--- config.mk ---
export PLATFORM = sky130hd
export DESIGN_NAME = uart_receiver
export DESIGN_NICKNAME = d
export VERILOG_FILES = /design/src/rtl/uart_receiver.sv
export SDC_FILE = /design/constraint.sdc
export NUM_CORES = 1
export LEC_CHECK = 0
export ABC_CLOCK_PERIOD_IN_PS = 2760
export BUFFER_PORTS_ARGS = -buffer_cell sky130_fd_sc_hd__buf_4
export CAP_MARGIN = 20
export CORE_MARGIN = 4
export CORE_UTILIZATION = 28
export CTS_CLUSTER_DIAMETER = 120
export CTS_CLUSTER_SIZE = 20
export DETAILED_ROUTE_END_ITERATION = 7
export PLACE_DENSITY = 0.43
export SLEW_MARGIN = 25
export SYNTH_ARGS = -nofsm -noshare
export SYNTH_HDL_FRONTEND = slang
export SYNTH_SLANG_ARGS = --single-unit
--- constraint.sdc ---
create_clock -name clk -period 2.76 [get_ports clk]
set_input_delay 0.276 -clock clk [delete_from_list [all_inputs] [get_ports clk]]
set_output_delay 0.276 -clock clk [all_outputs]
set_load 0.1 [all_outputs]
--- src/rtl/uart_receiver.sv ---
// UART receiver: 2-flop input synchronizer, mid-bit sampling from a per-bit
// cycle counter, optional parity, 1-2 stop bits, single holding register with read handshake.
module uart_receiver #(
  parameter int CLOCK_FREQ = 50000000,
  parameter int BAUD_RATE  = 9600,
  parameter int DATA_BITS  = 8,
  parameter int STOP_BITS  = 1
) (
  input  logic                 clk,
  input  logic                 rst_n,
  input  logic                 rx,
  input  logic                 enable_parity,
  input  logic                 parity_type,
  input  logic                 read,
  output logic [DATA_BITS-1:0] rx_data,
  output logic                 data_valid,
  output logic                 done,
  output logic                 busy,
  output logic                 parity_error,
  output logic                 frame_error,
  output logic                 overrun
);
  localparam int CLKS_PER_BIT = CLOCK_FREQ / BAUD_RATE;
  localparam int HALF         = CLKS_PER_BIT / 2;
  localparam int CW           = $clog2(CLKS_PER_BIT);
  localparam int IW           = $clog2(DATA_BITS + 1);

  typedef enum logic [2:0] {IDLE, START, DATA, PARITY, STOP} state_t;

  state_t               state, state_n;
  logic                 sync1, rx_s;
  logic [CW-1:0]        cnt, cnt_n;
  logic [IW-1:0]        bit_idx, bit_idx_n;
  logic [DATA_BITS-1:0] shift, shift_n;
  logic                 par_en, par_en_n, par_odd, par_odd_n;
  logic                 perr, perr_n, ferr, ferr_n;
  logic                 commit;
  logic                 bit_end, half_end;

  always_ff @(posedge clk or negedge rst_n) begin
    if (!rst_n) begin
      sync1 <= 1'b1;
      rx_s  <= 1'b1;
    end else begin
      sync1 <= rx;
      rx_s  <= sync1;
    end
  end

  assign bit_end  = (cnt == CW'(CLKS_PER_BIT - 1));
  assign half_end = (cnt == CW'(HALF - 1));
  assign busy     = (state != IDLE);

  always_ff @(posedge clk or negedge rst_n) begin
    if (!rst_n) begin
      state   <= IDLE;
      cnt     <= '0;
      bit_idx <= '0;
      shift   <= '0;
      par_en  <= 1'b0;
      par_odd <= 1'b0;
      perr    <= 1'b0;
      ferr    <= 1'b0;
    end else begin
      state   <= state_n;
      cnt     <= cnt_n;
      bit_idx <= bit_idx_n;
      shift   <= shift_n;
      par_en  <= par_en_n;
      par_odd <= par_odd_n;
      perr    <= perr_n;
      ferr    <= ferr_n;
    end
  end

  always_comb begin
    state_n   = state;
    cnt_n     = cnt + CW'(1);
    bit_idx_n = bit_idx;
    shift_n   = shift;
    par_en_n  = par_en;
    par_odd_n = par_odd;
    perr_n    = perr;
    ferr_n    = ferr;
    commit    = 1'b0;
    case (state)
      IDLE: begin
        cnt_n = '0;
        if (!rx_s) begin
          state_n   = START;
          par_en_n  = enable_parity;
          par_odd_n = parity_type;
          perr_n    = 1'b0;
          ferr_n    = 1'b0;
        end
      end
      START: begin
        if (half_end) begin
          cnt_n     = '0;
          bit_idx_n = '0;
          state_n   = rx_s ? IDLE : DATA;
        end
      end
      DATA: begin
        if (bit_end) begin
          cnt_n   = '0;
          shift_n = {rx_s, shift[DATA_BITS-1:1]};
          if (bit_idx == IW'(DATA_BITS - 1)) begin
            bit_idx_n = '0;
            state_n   = par_en ? PARITY : STOP;
          end else begin
            bit_idx_n = bit_idx + IW'(1);
          end
        end
      end
      PARITY: begin
        if (bit_end) begin
          cnt_n   = '0;
          perr_n  = rx_s ^ (^shift) ^ par_odd;
          state_n = STOP;
        end
      end
      STOP: begin
        if (bit_end) begin
          cnt_n = '0;
          if (!rx_s) ferr_n = 1'b1;
          // Commit on the last stop sample itself so a following start edge is not missed.
          if (bit_idx == IW'(STOP_BITS - 1)) begin
            commit    = 1'b1;
            bit_idx_n = '0;
            state_n   = IDLE;
          end else begin
            bit_idx_n = bit_idx + IW'(1);
          end
        end
      end
      default: state_n = IDLE;
    endcase
  end

  always_ff @(posedge clk or negedge rst_n) begin
    if (!rst_n) begin
      rx_data      <= '0;
      data_valid   <= 1'b0;
      done         <= 1'b0;
      parity_error <= 1'b0;
      frame_error  <= 1'b0;
      overrun      <= 1'b0;
    end else begin
      done <= commit;
      if (commit && (!data_valid || read)) begin
        rx_data      <= shift;
        parity_error <= perr;
        frame_error  <= ferr_n;
        data_valid   <= 1'b1;
      end else if (read && data_valid) begin
        data_valid <= 1'b0;
      end
      // A read landing on the commit edge frees the register, so no overrun there.
      if (read && data_valid)
        overrun <= 1'b0;
      else if (commit && data_valid)
        overrun <= 1'b1;
    end
  end
endmodule

==> qor.txt <==
initial core utilization -> 0.287
CP startpoint -> bit_idx[0]$_DFFE_PN0P_
#FFs+latches synth -> 47
final hold violations -> 0
post-CTS resize count -> 0
final worst slack -> 0.398 ns
Worst Max-Slew Pin Slew -> 0.606 ns
TritonCTS sink count -> 47
wire length per cell -> 12.8 µm
Syn Area/Cell -> 11.4 µm²
status -> completed
Routed Wire Length -> 4.13 mm
sequential share of power -> 0.558
First DRT Iteration DRCs -> 67
Slew headroom -> 0.596
Reg clk slew, reported paths -> 0.10 ns
vias in the first global route -> 1459
maximum vdd drop -> 0.000163 V
TritonCTS clock tree -> built
Max H-tree Level -> 2
number of flops mapped to enable cells by yosys -> 0
Die Area -> 0.00941 mm²
hold buffers post-CTS -> 1
combinational fraction of design power -> 0.023
die height -> 97.0 µm
Final ANT Viol Nets -> 0
postcts setup bufs -> 0
Final Instance Area -> 0.00260 mm²
Clock Path Buffers -> 2
Clk pwr share -> 0.419
Total Power -> 1.24 mW
Tcrit/Tclk final -> 0.856
largest fanout on the critical path -> 5
P_int -> 0.975 mW
Net Sw Frac -> 0.216
Rows -> 32
Crit path required time -> 2.95 ns
IO buf count -> 19
Layout Nets -> 228
pin count of the biggest net entering global routing -> 48
Layout Skew -> 0.0144 ns
hold_sp -> rx
core area -> 0.00773 mm²
fmax -> 423 MHz
Mapped Cells -> 194
R2R Setup Slk -> 0.40 ns
count of cell types in the netlist -> 42
clk root buf -> clkbuf_8
post-DP HPWL -> 2.89 mm
WS Path Type -> reg2reg
CP Launch Type -> register
Total GRT Usage -> 0.0935
ys flop type -> dfrtp_1
Core Util, Final -> 0.337
Syn Nets -> 203
IO Pins -> 20
via count -> 1472
worst skew pair latency -> 0.31 ns
Critical Path AT -> 2.55 ns
Setup Viol. Count Final -> 0
P_leak -> 1.22 nW
NetSw -> 0.269 mW
Max-Cap Viols -> 0
R2R Path Start -> bit_idx[0]$_DFFE_PN0P_
crit path time final -> 2.36 ns
Ys Warns -> 0
placed cell areas -> 0.00248 mm²
multi-input logic area -> 986 µm²
DRC -> 0
RSZ-0062 raised after global routing -> false
initial antenna violation count -> 0
# diodes -> 0
router iterations before antenna repair -> 4
Num CTS Buffers -> 5
asr flop ratio synth -> 1.00
Slew Limit Fails -> 0
first-pass GRT wire length -> 7.25 mm
Synth Cell Area -> 0.00222 mm²
Final GP Congestion -> 0.738
pwr/cell area -> 478 mW/mm²
GRT overflow -> 0
worst hold path type -> in2reg
dpl ws -> 0.395 ns
nature of the critical path endpoint -> register
sequential share of the synthesized area -> 0.532
setup TNS -> 0 ns
share of cells above drive strength 1 -> 0.282
Die W -> 97.0 µm
Area growth syn-to-layout -> 17.3%
FF/Latch Area -> 0.00118 mm²
final-layout fill cell count -> 788
via-per-instance ratio -> 4.57
-- placed cells by master, fill, tap and decap left out, types with 3 or more instances in the layout --
master     n
and3_1     3
ha_1       3
inv_1      5
a21o_1     3
xnor2_1   13
dfrtp_1   45
xor2_1     8
o21ai_0   10
nand2_1   17
mux2_2    21
nand3_1    5
a21oi_1    3
nor2_1    20
clkbuf_8   5
buf_4     22
-- registers in the layout, summed over array words and instances, names as in the netlist --
| name | cells |
|---|---|
| perr | 1 |
| state | 3 |
| ferr | 1 |
| bit_idx | 4 |
| done | 1 |
| sync1 | 1 |
| par_en | 1 |
| rx_data | 8 |
| par_odd | 1 |
| frame_error | 1 |
| cnt | 13 |
| parity_error | 1 |
| shift | 8 |
| data_valid | 1 |
| rx_s | 1 |
| overrun | 1 |
-- cells by family (layout without fill, tap and decap cells) --
family,Yosys count,count (layout),share of synthesized area
DFF,47,47,0.532
adders and majority gates,3,3,0.0169
AOI/OAI and AO/OA,25,25,0.0711
and+or+nand+nor,67,67,0.167
muxes,21,21,0.107
xor gates and xnor gates,21,21,0.0830
buffers and inverters,10,36,0.0237
-- power groups by stage --
| stage | Combinational, mW | Sequential [mW] | Clock [mW] |
|---|---|---|---|
| after global routing | 0.0335 | 0.695 | 0.569 |
| after floorplan | 0.00729 | 0.707 | 0 |
| after detailed placement | 0.0292 | 0.708 | 0 |
| after CTS | 0.0304 | 0.695 | 0.544 |
| final | 0.0283 | 0.694 | 0.522 |
| after global placement | 0.0292 | 0.708 | 0 |
-- final timing paths --
| kind | to | cells past startpoint |
|---|---|---|
| min | sync1$_DFF_PN1_ | 1 |
| max reg2reg | state[2]$_DFFE_PN0P_ | 7 |
| min reg2reg | rx_s$_DFF_PN1_ | 0 |
| max | state[2]$_DFFE_PN0P_ | 7 |
| max in group asynchronous | rx_data[2]$_DFFE_PN0P_ | 2 |
| min in group asynchronous | shift[2]$_DFFE_PN0P_ | 2 |
-- area by class of cell --
class / count / share of cell area
well taps: 102 / 0.0491
clock buffers: 5 / 0.0265
multi-input cells: 137 / 0.379
inverters: 5 / 0.00722
flip-flops and latches: 47 / 0.453
repair buffers: 23 / 0.0673
clock inverters: 3 / 0.0178
-- cells in the mapped netlist (3+ instances only) --
| master | number | area (µm²) |
|---|---|---|
| nand3_1 | 5 | 25.0 |
| nor2_1 | 20 | 75.1 |
| xor2_1 | 8 | 70.1 |
| ha_1 | 3 | 37.5 |
| xnor2_1 | 13 | 114 |
| nand2_1 | 17 | 63.8 |
| and3_1 | 3 | 18.8 |
| inv_1 | 5 | 18.8 |
| o21ai_0 | 10 | 50.1 |
| dfrtp_1 | 45 | 1130 |
| a21oi_1 | 3 | 15.0 |
| a21o_1 | 3 | 22.5 |
| mux2_2 | 21 | 236 |
-- worst max-delay path, stage by stage, from the launching register on --
cell and delay, ns:
dfrtp_1 0.42, inv_1 0.07, ha_1 0.13, or3b_2 0.48, a32oi_1 0.37, o21ai_0 0.17, nor3_2 0.24, mux2_2 0.37
-- per-stage QoR --
stage / std cells / hold slack, ns
global placement: 313 / 0.338
global route: 322 / 0.0419
finish: 322 / 0.0632
CTS: 322 / 0.0542
floorplan: 194 / -0.0196
detailed placement: 313 / 0.340
-- routing by layer --
metal  track usage  vias up  wire length, µm
li1              -      725                -
met4        0.0356        0               59
met1         0.136      714             2120
met5             0        -                0
met2         0.133       28             1800
met3        0.0238        5              158
(Power assumes the default switching activity.)
